[src/rtl/game_pkg.sv]
// Shared definitions for the game round driver and its helpers.
// Holds the driver state encoding and the constants of the 16-bit
// Fibonacci LFSR used for randomised gap lengths.
package game_pkg;

  // Driver state encoding.
  typedef enum logic [2:0] {
    IDLE   = 3'd0,
    WINDOW = 3'd1,
    FIRE   = 3'd2,
    CHECK  = 3'd3,
    GAP    = 3'd4,
    DONE   = 3'd5
  } state_t;

  localparam int unsigned LFSR_W    = 16;
  localparam logic [LFSR_W-1:0] LFSR_SEED = 16'hACE1;
  // Taps 16,14,13,11 expressed as bit positions 15,13,12,10.
  localparam logic [LFSR_W-1:0] LFSR_TAPS = 16'hB400;

endpackage

[src/rtl/game_lfsr16.sv]
// 16-bit Fibonacci LFSR (taps 16,14,13,11), seeded on reset.
// Ports:
//   clock  - system clock
//   reset  - asynchronous, active-high; loads LFSR_SEED
//   enable - advance one step this cycle
//   q      - current LFSR state
module game_lfsr16
  import game_pkg::*;
(
  input  logic              clock,
  input  logic              reset,
  input  logic              enable,
  output logic [LFSR_W-1:0] q
);

  logic [LFSR_W-1:0] q_q;
  logic [LFSR_W-1:0] q_d;
  logic              fb_c;

  // Next state: shift left, feed back the XOR of the tapped bits.
  always_comb begin
    fb_c = ^(q_q & LFSR_TAPS);
    q_d  = q_q;
    if (enable) begin
      q_d = {q_q[LFSR_W-2:0], fb_c};
    end
  end

  always_ff @(posedge clock or posedge reset) begin
    if (reset) begin
      q_q <= LFSR_SEED;
    end else begin
      q_q <= q_d;
    end
  end

  assign q = q_q;

endmodule

[src/rtl/game_round_driver.sv]
// Stimulus and scoring driver for the cut/rush/result game FSM.
// Each round opens a reaction window on player_key, fires w with n set to
// the hit decision, scores what the game FSM reports, then idles for a gap.
//
// Ports:
//   clock, reset          - clock; asynchronous active-high reset
//   start                 - pulse that begins a game (accepted only with cut=1)
//   player_key            - debounced key
//   cut, rush, result     - game FSM state flags
//   w, n                  - game FSM inputs (registered, Moore)
//   busy, done, error     - status; error is sticky until the next start
//   hit_count, miss_count - round scores
//   round_idx             - rounds completed
//
// Build option: define GAME_ROUND_DRIVER_RANDOM_GAP_EN to lengthen each gap
// by the low byte of a free-running LFSR (GAP_CYCLES + lfsr[7:0]).
module game_round_driver
  import game_pkg::*;
#(
  parameter int unsigned WINDOW_CYCLES = 50_000_000,
  parameter int unsigned GAP_CYCLES    = 25_000_000,
  parameter int unsigned ROUNDS        = 10,
  parameter int unsigned CNT_W         = 8,
  parameter int unsigned TMR_W         = 32,
  parameter int unsigned FIRE_TIMEOUT  = 4
) (
  input  logic             clock,
  input  logic             reset,
  input  logic             start,
  input  logic             player_key,
  input  logic             cut,
  input  logic             rush,
  input  logic             result,
  output logic             w,
  output logic             n,
  output logic             busy,
  output logic             done,
  output logic             error,
  output logic [CNT_W-1:0] hit_count,
  output logic [CNT_W-1:0] miss_count,
  output logic [CNT_W-1:0] round_idx
);

  localparam logic [TMR_W-1:0] WIN_LAST  = TMR_W'(WINDOW_CYCLES - 1);
  localparam logic [TMR_W-1:0] FIRE_LAST = TMR_W'(FIRE_TIMEOUT - 1);
  localparam logic [CNT_W-1:0] ROUNDS_C  = CNT_W'(ROUNDS);

  state_t            state_q, state_d;
  logic [TMR_W-1:0]  timer_q, timer_d;
  logic              hit_q, hit_d;
  logic              w_q, w_d;
  logic              n_q, n_d;
  logic              busy_q, busy_d;
  logic              done_q, done_d;
  logic              error_q, error_d;
  logic [CNT_W-1:0]  hit_count_q, hit_count_d;
  logic [CNT_W-1:0]  miss_count_q, miss_count_d;
  logic [CNT_W-1:0]  round_idx_q, round_idx_d;
  logic [TMR_W-1:0]  gap_last_c;

`ifdef GAME_ROUND_DRIVER_RANDOM_GAP_EN
  logic [LFSR_W-1:0] lfsr_q;
  logic [TMR_W-1:0]  gap_len_q, gap_len_d;
  logic              unused_lfsr_hi;

  game_lfsr16 u_lfsr (
    .clock  (clock),
    .reset  (reset),
    .enable (1'b1),
    .q      (lfsr_q)
  );

  assign unused_lfsr_hi = ^lfsr_q[LFSR_W-1:8];

  // Gap length is captured in CHECK, i.e. on the edge that enters GAP.
  always_comb begin
    gap_len_d = gap_len_q;
    if (state_q == CHECK) begin
      gap_len_d = TMR_W'(GAP_CYCLES) + TMR_W'(lfsr_q[7:0]);
    end
  end

  always_ff @(posedge clock or posedge reset) begin
    if (reset) begin
      gap_len_q <= '0;
    end else begin
      gap_len_q <= gap_len_d;
    end
  end

  assign gap_last_c = gap_len_q - TMR_W'(1);
`else
  assign gap_last_c = TMR_W'(GAP_CYCLES - 1);
`endif

  // Next-state, counter and output logic.
  always_comb begin
    state_d      = state_q;
    timer_d      = timer_q;
    hit_d        = hit_q;
    error_d      = error_q;
    hit_count_d  = hit_count_q;
    miss_count_d = miss_count_q;
    round_idx_d  = round_idx_q;

    case (state_q)
      IDLE, DONE: begin
        // A start is only honoured while the game FSM sits in its idle state.
        if (start && cut) begin
          state_d      = WINDOW;
          timer_d      = '0;
          hit_d        = 1'b0;
          error_d      = 1'b0;
          hit_count_d  = '0;
          miss_count_d = '0;
          round_idx_d  = '0;
        end
      end

      WINDOW: begin
        if (player_key) begin
          hit_d = 1'b1;
        end
        if (timer_q == WIN_LAST) begin
          state_d = FIRE;
          timer_d = '0;
        end else begin
          timer_d = timer_q + TMR_W'(1);
        end
      end

      FIRE: begin
        if (rush) begin
          state_d = CHECK;
          timer_d = '0;
        end else if (timer_q == FIRE_LAST) begin
          state_d = IDLE;
          timer_d = '0;
          error_d = 1'b1;
        end else begin
          timer_d = timer_q + TMR_W'(1);
        end
      end

      CHECK: begin
        // Exactly one of result/cut is a valid report; anything else is a miss.
        if (result && !cut) begin
          hit_count_d = hit_count_q + CNT_W'(1);
        end else begin
          miss_count_d = miss_count_q + CNT_W'(1);
          if (result == cut) begin
            error_d = 1'b1;
          end
        end
        round_idx_d = round_idx_q + CNT_W'(1);
        hit_d       = 1'b0;
        state_d     = GAP;
        timer_d     = '0;
      end

      GAP: begin
        if (timer_q == gap_last_c) begin
          timer_d = '0;
          state_d = (round_idx_q == ROUNDS_C) ? DONE : WINDOW;
        end else begin
          timer_d = timer_q + TMR_W'(1);
        end
      end

      default: begin
        state_d = IDLE;
        timer_d = '0;
      end
    endcase

    // Outputs are registered from the next state so they track the state.
    w_d    = (state_d == FIRE);
    n_d    = (state_d == FIRE) && hit_d;
    busy_d = (state_d != IDLE) && (state_d != DONE);
    done_d = (state_d == DONE);
  end

  always_ff @(posedge clock or posedge reset) begin
    if (reset) begin
      state_q      <= IDLE;
      timer_q      <= '0;
      hit_q        <= 1'b0;
      w_q          <= 1'b0;
      n_q          <= 1'b0;
      busy_q       <= 1'b0;
      done_q       <= 1'b0;
      error_q      <= 1'b0;
      hit_count_q  <= '0;
      miss_count_q <= '0;
      round_idx_q  <= '0;
    end else begin
      state_q      <= state_d;
      timer_q      <= timer_d;
      hit_q        <= hit_d;
      w_q          <= w_d;
      n_q          <= n_d;
      busy_q       <= busy_d;
      done_q       <= done_d;
      error_q      <= error_d;
      hit_count_q  <= hit_count_d;
      miss_count_q <= miss_count_d;
      round_idx_q  <= round_idx_d;
    end
  end

  assign w          = w_q;
  assign n          = n_q;
  assign busy       = busy_q;
  assign done       = done_q;
  assign error      = error_q;
  assign hit_count  = hit_count_q;
  assign miss_count = miss_count_q;
  assign round_idx  = round_idx_q;

endmodule
[config.mk]
export PLATFORM = sky130hd
export DESIGN_NAME = game_round_driver
export DESIGN_NICKNAME = d
export VERILOG_FILES = /design/src/rtl/game_pkg.sv /design/src/rtl/game_lfsr16.sv /design/src/rtl/game_round_driver.sv
export SDC_FILE = /design/constraint.sdc
export NUM_CORES = 1
export LEC_CHECK = 0
export BUFFER_PORTS_ARGS = -buffer_cell sky130_fd_sc_hd__buf_2
export CORE_ASPECT_RATIO = 1.2
export CORE_MARGIN = 3
export CORE_UTILIZATION = 65
export CTS_BUF_LIST = sky130_fd_sc_hd__clkbuf_4 sky130_fd_sc_hd__clkbuf_8
export DETAILED_ROUTE_END_ITERATION = 7
export PLACE_DENSITY = 0.88
export RECOVER_POWER = 50
export SLEW_MARGIN = 0
export SYNTH_ARGS = -nofsm -noshare
export SYNTH_HDL_FRONTEND = slang
export SYNTH_SLANG_ARGS = --single-unit
[constraint.sdc]
create_clock -name clock -period 5.4 [get_ports clock]
set_input_delay 0 -clock clock [delete_from_list [all_inputs] [get_ports clock]]
set_output_delay 0 -clock clock [all_outputs]
set_load 0.05 [all_outputs]
After elaboration in Yosys (flattened, before gate mapping). Index checks and enable logic that the tools add are counted.

Muxes and demuxes: 28. Reductions and logical operators: 14. Multipliers: 0. Add/sub/neg operators: 4. Div/mod/pow operators: 0. Eq/ne operators: 19. Order comparisons: 0. Shift operators: 0. Bitwise operators: 0.

Operators with widths (number): 32-bit 2-to-1 mux (5); 32-bit one-hot mux with 4 select lines (1); 8-bit one-hot mux with 2 select lines (3); 32-bit by 1-bit adder with 32-bit output (second input constant) (1); 32-bit by 2-bit equality test with 1-bit output (second input constant) (1); 32-bit by 25-bit equality test with 1-bit output (second input constant) (1); 32-bit by 26-bit equality test with 1-bit output (second input constant) (1); 8-bit by 1-bit adder with 8-bit output (second input constant) (3); 8-bit 2-to-1 mux (3); 3-bit 2-to-1 mux (6); 3-bit one-hot mux with 5 select lines (1); 2-bit != test (second input constant) (6); 3-bit by 2-bit equality test with 1-bit output (second input constant) (3); 3-bit equality test (second input constant) (3); 8-bit by 4-bit equality test with 1-bit output (second input constant) (1); 1-bit 2-to-1 mux (7); 1-bit one-hot mux with 3 select lines (2); 3-bit AND reduction (2); 6-bit AND reduction (1); 3-bit nonzero test (2); 1-bit logical AND (4); 3-bit by 1-bit equality test with 1-bit output (second input constant) (1); 3-bit logical NOT (1); 3-bit != test (second input constant) (1); 5 further kinds (5).

ROM bits: 0. Bits of input ports: 7. Register bits: 65. Output and inout port bits: 29. RAM bits: 0. Latch bits: 0. Memories kept: 0.

Depth between registers and ports, before layout. Gate-level depths: netlist of run 1.

Depth after elaboration: 6. Mapped depth: 9. Depth with buffers taken out: 7.

Worst setup path before layout of run 1. No wires, ideal clock.

Path type: reg-to-reg. Start: register timer_q[0]. End: register timer_q[11]. Setup time: 0.119 ns. Setup slack: 3.391 ns. Data arrival time: 1.890 ns. Data required time: 5.281 ns. Cell stages (with the launch flop): 9. Path buffers: 1. Path through: dfrtp_1 -> ha_1 -> nand3_2 -> or4b_4 -> nor2_2 -> o211ai_4 -> nor3_4 -> buf_6 -> nor2_1.

Longest elaborated chain between the ends: 4. Elaborated cells on any way between the ends: 9. Classes of those cells: add/sub (1); eq/ne (3); mux (5).

RTL lines: start: declaration (RTL line game_round_driver.sv:49) `logic [TMR_W-1:0] timer_q, timer_d;`; start signal: assignment (RTL line game_round_driver.sv:198) `timer_q <= timer_d;`; 32-bit by 1-bit adder with 32-bit output or 32-bit by 2-bit equality test with 1-bit output (tied branches); 32-bit 2-to-1 mux (RTL line game_round_driver.sv:136) `end else if (timer_q == FIRE_LAST) begin`; 32-bit 2-to-1 mux (RTL line game_round_driver.sv:133) `if (rush) begin`; 32-bit one-hot mux with 4 select lines * (RTL line game_round_driver.sv:106) `case (state_q)`.

Mark *: on every way between the ends. The rest lies on a longest branch, timed or not. A chain may end at the register's enable or synchronous reset.

==> results of run 1 <==
[flip-flops by register name, summed over array words and instances (netlist names), 3 cells and up]
signal,flops
hit_count,8
miss_count,8
round_idx,8
state_q,3
timer_q,32
[routing by layer]
layer / vias up / global-route usage / share of wire
met5: - / 0 / 0
li1: 1399 / - / -
met4: 0 / 0.145 / 0.033
met3: 23 / 0.0650 / 0.048
met1: 1450 / 0.322 / 0.40
met2: 83 / 0.463 / 0.52
[Yosys cell counts (all sizes together) (2+ instances only)]
cell type / n
ha: 6
o22ai: 3
dfrtp: 65
o21a: 2
clkbuf: 4
o31ai: 2
nor3: 8
mux2i: 2
nand2b: 2
or3b: 2
xor2: 23
nor2b: 4
o21ai: 19
nand4: 14
nor4: 11
nand3: 23
nor2: 58
and4: 4
nor4b: 2
or2: 2
o211ai: 5
nand2: 40
and2: 8
buf: 6
inv: 11
xnor2: 15
and3: 13
a21oi: 11
[cell type report]
class                   instances  area share
inverters                      11      0.0106
flip-flops and latches         65       0.417
repair buffers                 38      0.0427
clock inverters                 2     0.00321
well taps                      60      0.0192
clock buffers                  13      0.0443
multi-input cells             292       0.463
[power by group]
group	total (mW)	internal (mW)	switching (mW)	leakage [nW]
Combinational	0.366	0.105	0.262	0.725
Sequential	0.630	0.546	0.0846	0.883
Clock	0.385	0.206	0.179	0.0949
Total	1.38	0.856	0.525	1.70
[cells by family (layout without fill, tap and decap cells)]
logic type | after synthesis | after routing | share of synthesized area
AOI/OAI and AO/OA | 49 | 49 | 0.0942
xor gates and xnor gates | 38 | 38 | 0.0942
adders and majority gates | 6 | 6 | 0.0213
buffers and inverters | 21 | 64 | 0.0280
DFF | 65 | 65 | 0.461
muxes | 3 | 3 | 0.00886
and+or+nand+nor | 196 | 196 | 0.293
[per-stage QoR]
stage          cells  hold WS [ns]  utilization
2_1_floorplan    378         0.172            -
3_3_place_gp     464         0.271        0.735
3_5_place_dp     464         0.283        0.735
4_1_cts          481         0.157        0.775
5_1_grt          481         0.183        0.768
6_report         481         0.169        0.768
[worst max-delay path: cells and delay by family]
| family | cells | cell delay (ns) |
|---|---|---|
| buffers and inverters | 4 | 3.09 |
[timing repair]
item	4_1_cts	5_1_grt
hold endpoints to repair	66	0
resized for setup	0	0
setup buffers	0	0
hold buffers	2	0
setup endpoints to repair	0	0
[worst paths after layout]
kind                       startpoint      endpoint  cells past startpoint
max                             reset   timer_q[17]                      4
min                             start   timer_q[10]                      4
max reg2reg                timer_q[0]   timer_q[14]                      7
min reg2reg                     error         error                      1
max in group clock         timer_q[0]   timer_q[14]                      7
min in group asynchronous       reset  round_idx[7]                      4
==> flow_metrics.tcl, run 1 <==
set metrics [dict create \
    avgRoutedWirePerCell_um 16.4 \
    globalRouteTotalUtil 0.275 \
    yosys.area.top_type "dfrtp_1" \
    drive_gt1_frac 0.102 \
    num-fill-cells 384 \
    path_max_fanout 65 \
    fin_crit_sh 0.635 \
    synth_area_leaders "dfrtp_1 (46%), nor2_1 (6.0%), xor2_1 (5.7%), nand2_1 (4.3%), xnor2_1 (3.7%)" \
    grt_first_pass_wirelength_um 13400 \
    drt-total-wl_um 7900 \
    cp.arrival_ns 3.12 \
    regArea_mm2 0.00163 \
    worst_slack_ns 1.97 \
    p_leak_nw 1.70 \
    fin_tns_setup_ns 0 \
    postLayoutCellArea_mm2 0.00390 \
    fp.dieH_um 86.8 \
    rsz0062_at_grt "false" \
    startpoint_type "input pin" \
    antenna_found_initial 0 \
    criticalPathCategory "input pin to asynchronous set/reset pin" \
    vdd_drop_max_uv 197 \
    dieWidth_um 73.3 \
    h-tree-depth 3 \
    port-buffer-count 35 \
    power.density_mw_per_mm2 354 \
    synthCells 378 \
    n_antenna_cell 0 \
    hold_viol 0 \
    gp_congestion 0.892 \
    synth.avg_cell_area_um2 9.34 \
    drt_first_pass_iters 4 \
    synth_top_area_frac 0.461 \
    clock_latency_ns 0.35 \
    place_ws_ns 2.80 \
    fmax_mhz 292 \
    hold_path.class "input pin to flip-flop" \
    layout_commonest_cell "dfrtp_1" \
    rrSetupSlack_ns 2.78 \
    ys_warn_count 0 \
    ys_async_sr_fraction 1.00 \
    rows 28 \
    grt-ovfl-total 0 \
    tightest_slew_ns 3.40 \
    drc 0 \
    slowest_stage "clkbuf_1" \
    start_util 0.695 \
    max_slew_margin -1.27 \
    grt_max_degree 66 \
    cts.sinks 65 \
    setup_viol 0 \
    ant_nets 0 \
    violations "capacitance limit, slew limit" \
    required_ns 5.09 \
    cts_tree "built" \
    yosysSeqAreaShare 0.461 \
    drt-initial-drc-count 245 \
    slew_violations 66 \
    status "finished, violations left" \
    synth_seq_cells 65 \
    cts_buffers 9 \
    vias 2955 \
    cts_buffer_depth 2 \
    clock_skew_ns 0.00945 \
    final_cell_mix "dfrtp_1 (65), nor2_1 (56), nand2_1 (40)" \
    cts_root_buf "clkbuf_8" \
    num-nets-final 430 \
    crit_chain "dlygate4sd3_1 -> buf_2 -> inv_1 -> clkbuf_1" \
    synthesis.area_mm2 0.00353 \
    syn-num-nets 391 \
    max_stage_delay_ns 2.39 \
    synth-main-ff-cell "dfrtp_1" \
    cap_viol_max_count 1 \
    grt_pass1_vias 2907 \
    placed_area_mm2 0.00373 \
    ioPinCount 36 \
    fin_crit_ns 3.43 \
    syn2layout_area_growth_pct 10.4 \
    ys_types 51 \
    dieArea_mm2 0.00636 \
    clkTransAtPathRegs_ns 0.07 \
    cp-end-kind "asynchronous set/reset pin" \
    vias_per_cell 6.14 \
    finalPower_mw 1.38 \
    multi_input_area_mm2 0.00181 \
    place_hpwl_um 5620 \
    design.core.area_mm2 0.00508 \
    synth_edf_count 0 \
]
(Power assumes the default switching activity.)
==> inputs of run 2 (changes only) <==
- CORE_UTILIZATION: 65 -> 55
- PLACE_DENSITY: 0.88 -> 0.79
- clock period: 5.4 -> 3.15 ns (I/O delays scaled with it)
==> run 2 against run 1 <==
Against the previous run:
- the run now ends clean
- sequential power grew 71%
- critical path type is now flip-flop to flip-flop
- largest power group unchanged
- via count decreased by 2.6%
- first-iteration DRC count fell by 29%
- clock power rose by 100%
- flip-flop and latch count did not move
- cell area grew 2.0%
- sequential share of layout area is 0.80 points lower
- utilization down 12 points
- clock-buffer cell count is 3 lower
- total power is 81% higher
==> flow_metrics.tcl, run 2 (synthesized netlist as in run 1, its figures left out) <==
set metrics [dict create \
    drt_first_pass_iters 4 \
    rows 31 \
    startpoint_type "flip-flop" \
    status "completed" \
    dp_cells 489 \
    place_ws_ns 0.859 \
    fin_crit_sh 0.733 \
    p_switching_uw 918 \
    grt_max_degree 41 \
    post_cts_resized 0 \
    gp_congestion 0.916 \
    grt_pass1_vias 2825 \
    clock_skew_ns 0.00901 \
    seqPwrFrac 0.432 \
    cp.arrival_ns 2.53 \
    start_util 0.576 \
    place_hpwl_um 5400 \
    clkPwrFrac 0.308 \
    cts_hold_buf 2 \
    design.core.area_mm2 0.00613 \
    setup_viol 0 \
    p_leak_nw 1.72 \
    num-nets-final 433 \
    power.density_mw_per_mm2 629 \
    largest-register "timer_q" \
    antenna_found_initial 0 \
    vias 2878 \
    fmax_mhz 433 \
    worst_slack_ns 0.840 \
    switching_share 0.367 \
    fp.dieH_um 93.8 \
    crit_chain "ha_1 -> nand3_2 -> or2_1 -> nor4_2 -> nor2b_1 -> nor3_4 -> buf_4 -> nor2_1" \
    cpLargestDelayFamily "simple AND/OR/NAND/NOR gates" \
    cts_tree "built" \
    required_ns 3.37 \
    fin_tns_setup_ns 0 \
    max_slew_margin 0.0329 \
    drt-total-wl_um 7520 \
    clock_latency_ns 0.35 \
    combPwrFrac 0.259 \
    cts_buffer_depth 2 \
    final_cell_mix "dfrtp_1 (65), nor2_1 (56), nand2_1 (40)" \
    dieArea_mm2 0.00742 \
    max_stage_delay_ns 0.41 \
    globalRouteTotalUtil 0.222 \
    num-fill-cells 538 \
    drive_gt1_frac 0.106 \
    largest_reg_flops 32 \
    cts.sinks 65 \
    criticalPathCategory "flip-flop to flip-flop" \
    instances_no_fill 507 \
    tightest_slew_ns 1.45 \
    intPower_mw 1.58 \
    hold_path.class "input pin to flip-flop" \
    rsz0062_at_grt "false" \
    h-tree-depth 3 \
    ioPinCount 36 \
    grt_first_pass_wirelength_um 12900 \
    path_max_fanout 21 \
    postCtsSetupBuffers 0 \
    drc 0 \
    port-buffer-count 35 \
    hold_viol 0 \
    cts_buffers 9 \
    layout_commonest_cell "dfrtp_1" \
    avgRoutedWirePerCell_um 14.8 \
    slowest_stage "dfrtp_1" \
    syn2layout_area_growth_pct 12.6 \
    vdd_drop_max_uv 350 \
    drt-initial-drc-count 173 \
    grt-ovfl-total 0 \
    clkTransAtPathRegs_ns 0.07 \
    n_antenna_cell 0 \
    cts_root_buf "clkbuf_8" \
    cap_viol_max_count 0 \
    cp-end-kind "flip-flop" \
    vias_per_cell 5.68 \
    critPathBufInv 1 \
    slew_violations 0 \
    dieWidth_um 79.2 \
    fin_crit_ns 2.31 \
    ant_nets 0 \
]
[run 2: cell types whose count changed in the layout (fill, tap and decap cells not counted), sizes merged]
| cell | before | now |
|---|---|---|
| bufinv | 0 | 2 |
| clkinv | 1 | 3 |
[run 2: power groups by stage]
stage / clock network, mW / logic [mW] / registers, mW
6_report: 0.771 / 0.648 / 1.08
5_1_grt: 0.824 / 0.719 / 1.10
4_1_cts: 0.792 / 0.663 / 1.07
3_5_place_dp: 0 / 0.664 / 1.09
3_3_place_gp: 0 / 0.643 / 1.09
2_1_floorplan: 0 / 0.398 / 1.18
[run 2: final timing paths]
kind,startpoint,to,slack [ns],cells past startpoint
max in group asynchronous,reset,timer_q[13],1.18,4
setup / recovery,timer_q[0],timer_q[26],0.84,8
hold reg to reg,error,error,0.52,1
hold / removal,result,hit_count[1],0.19,4
min in group asynchronous,reset,round_idx[6],0.62,3
setup reg to reg,timer_q[0],timer_q[26],0.84,8
[run 2: final cells by class]
class,instances,area (um2),area share
Multi-Input combinational cell,292,1810,0.454
Inverter,11,41.3,0.0104
Clock inverter,6,82.6,0.0208
Tap cell,82,103,0.0258
Timing Repair Buffer,41,186,0.0469
Clock buffer,10,131,0.0330
Sequential cell,65,1630,0.409
[run 2: worst min-delay path: cells and delay by family]
family / cells / cell delay (ns)
fa+ha+maj: 1 / 0.26
buf+inv: 1 / 0.09
simple gates: 1 / 0.09
compound gates: 1 / 0.06
[run 2: per-layer routing]
| metal | GRT usage | vias up | part of all wire |
|---|---|---|---|
| met5 | 0 | - | 0 |
| met4 | 0.117 | 0 | 0.026 |
| met3 | 0.0432 | 20 | 0.034 |
| met2 | 0.379 | 56 | 0.51 |
| met1 | 0.264 | 1397 | 0.43 |
| li1 | - | 1405 | - |
[run 2: through the flow]
| stage | hold WS (ns) | util | instance area (um2) | total power, mW |
|---|---|---|---|---|
| after floorplan | 0.172 | - | 3530 | 1.58 |
| after global placement | 0.199 | 0.617 | 3780 | 1.73 |
| after detailed placement | 0.203 | 0.617 | 3780 | 1.75 |
| after CTS | 0.170 | 0.655 | 4020 | 2.53 |
| after global routing | 0.214 | 0.649 | 3980 | 2.64 |
| final | 0.187 | 0.649 | 3980 | 2.50 |
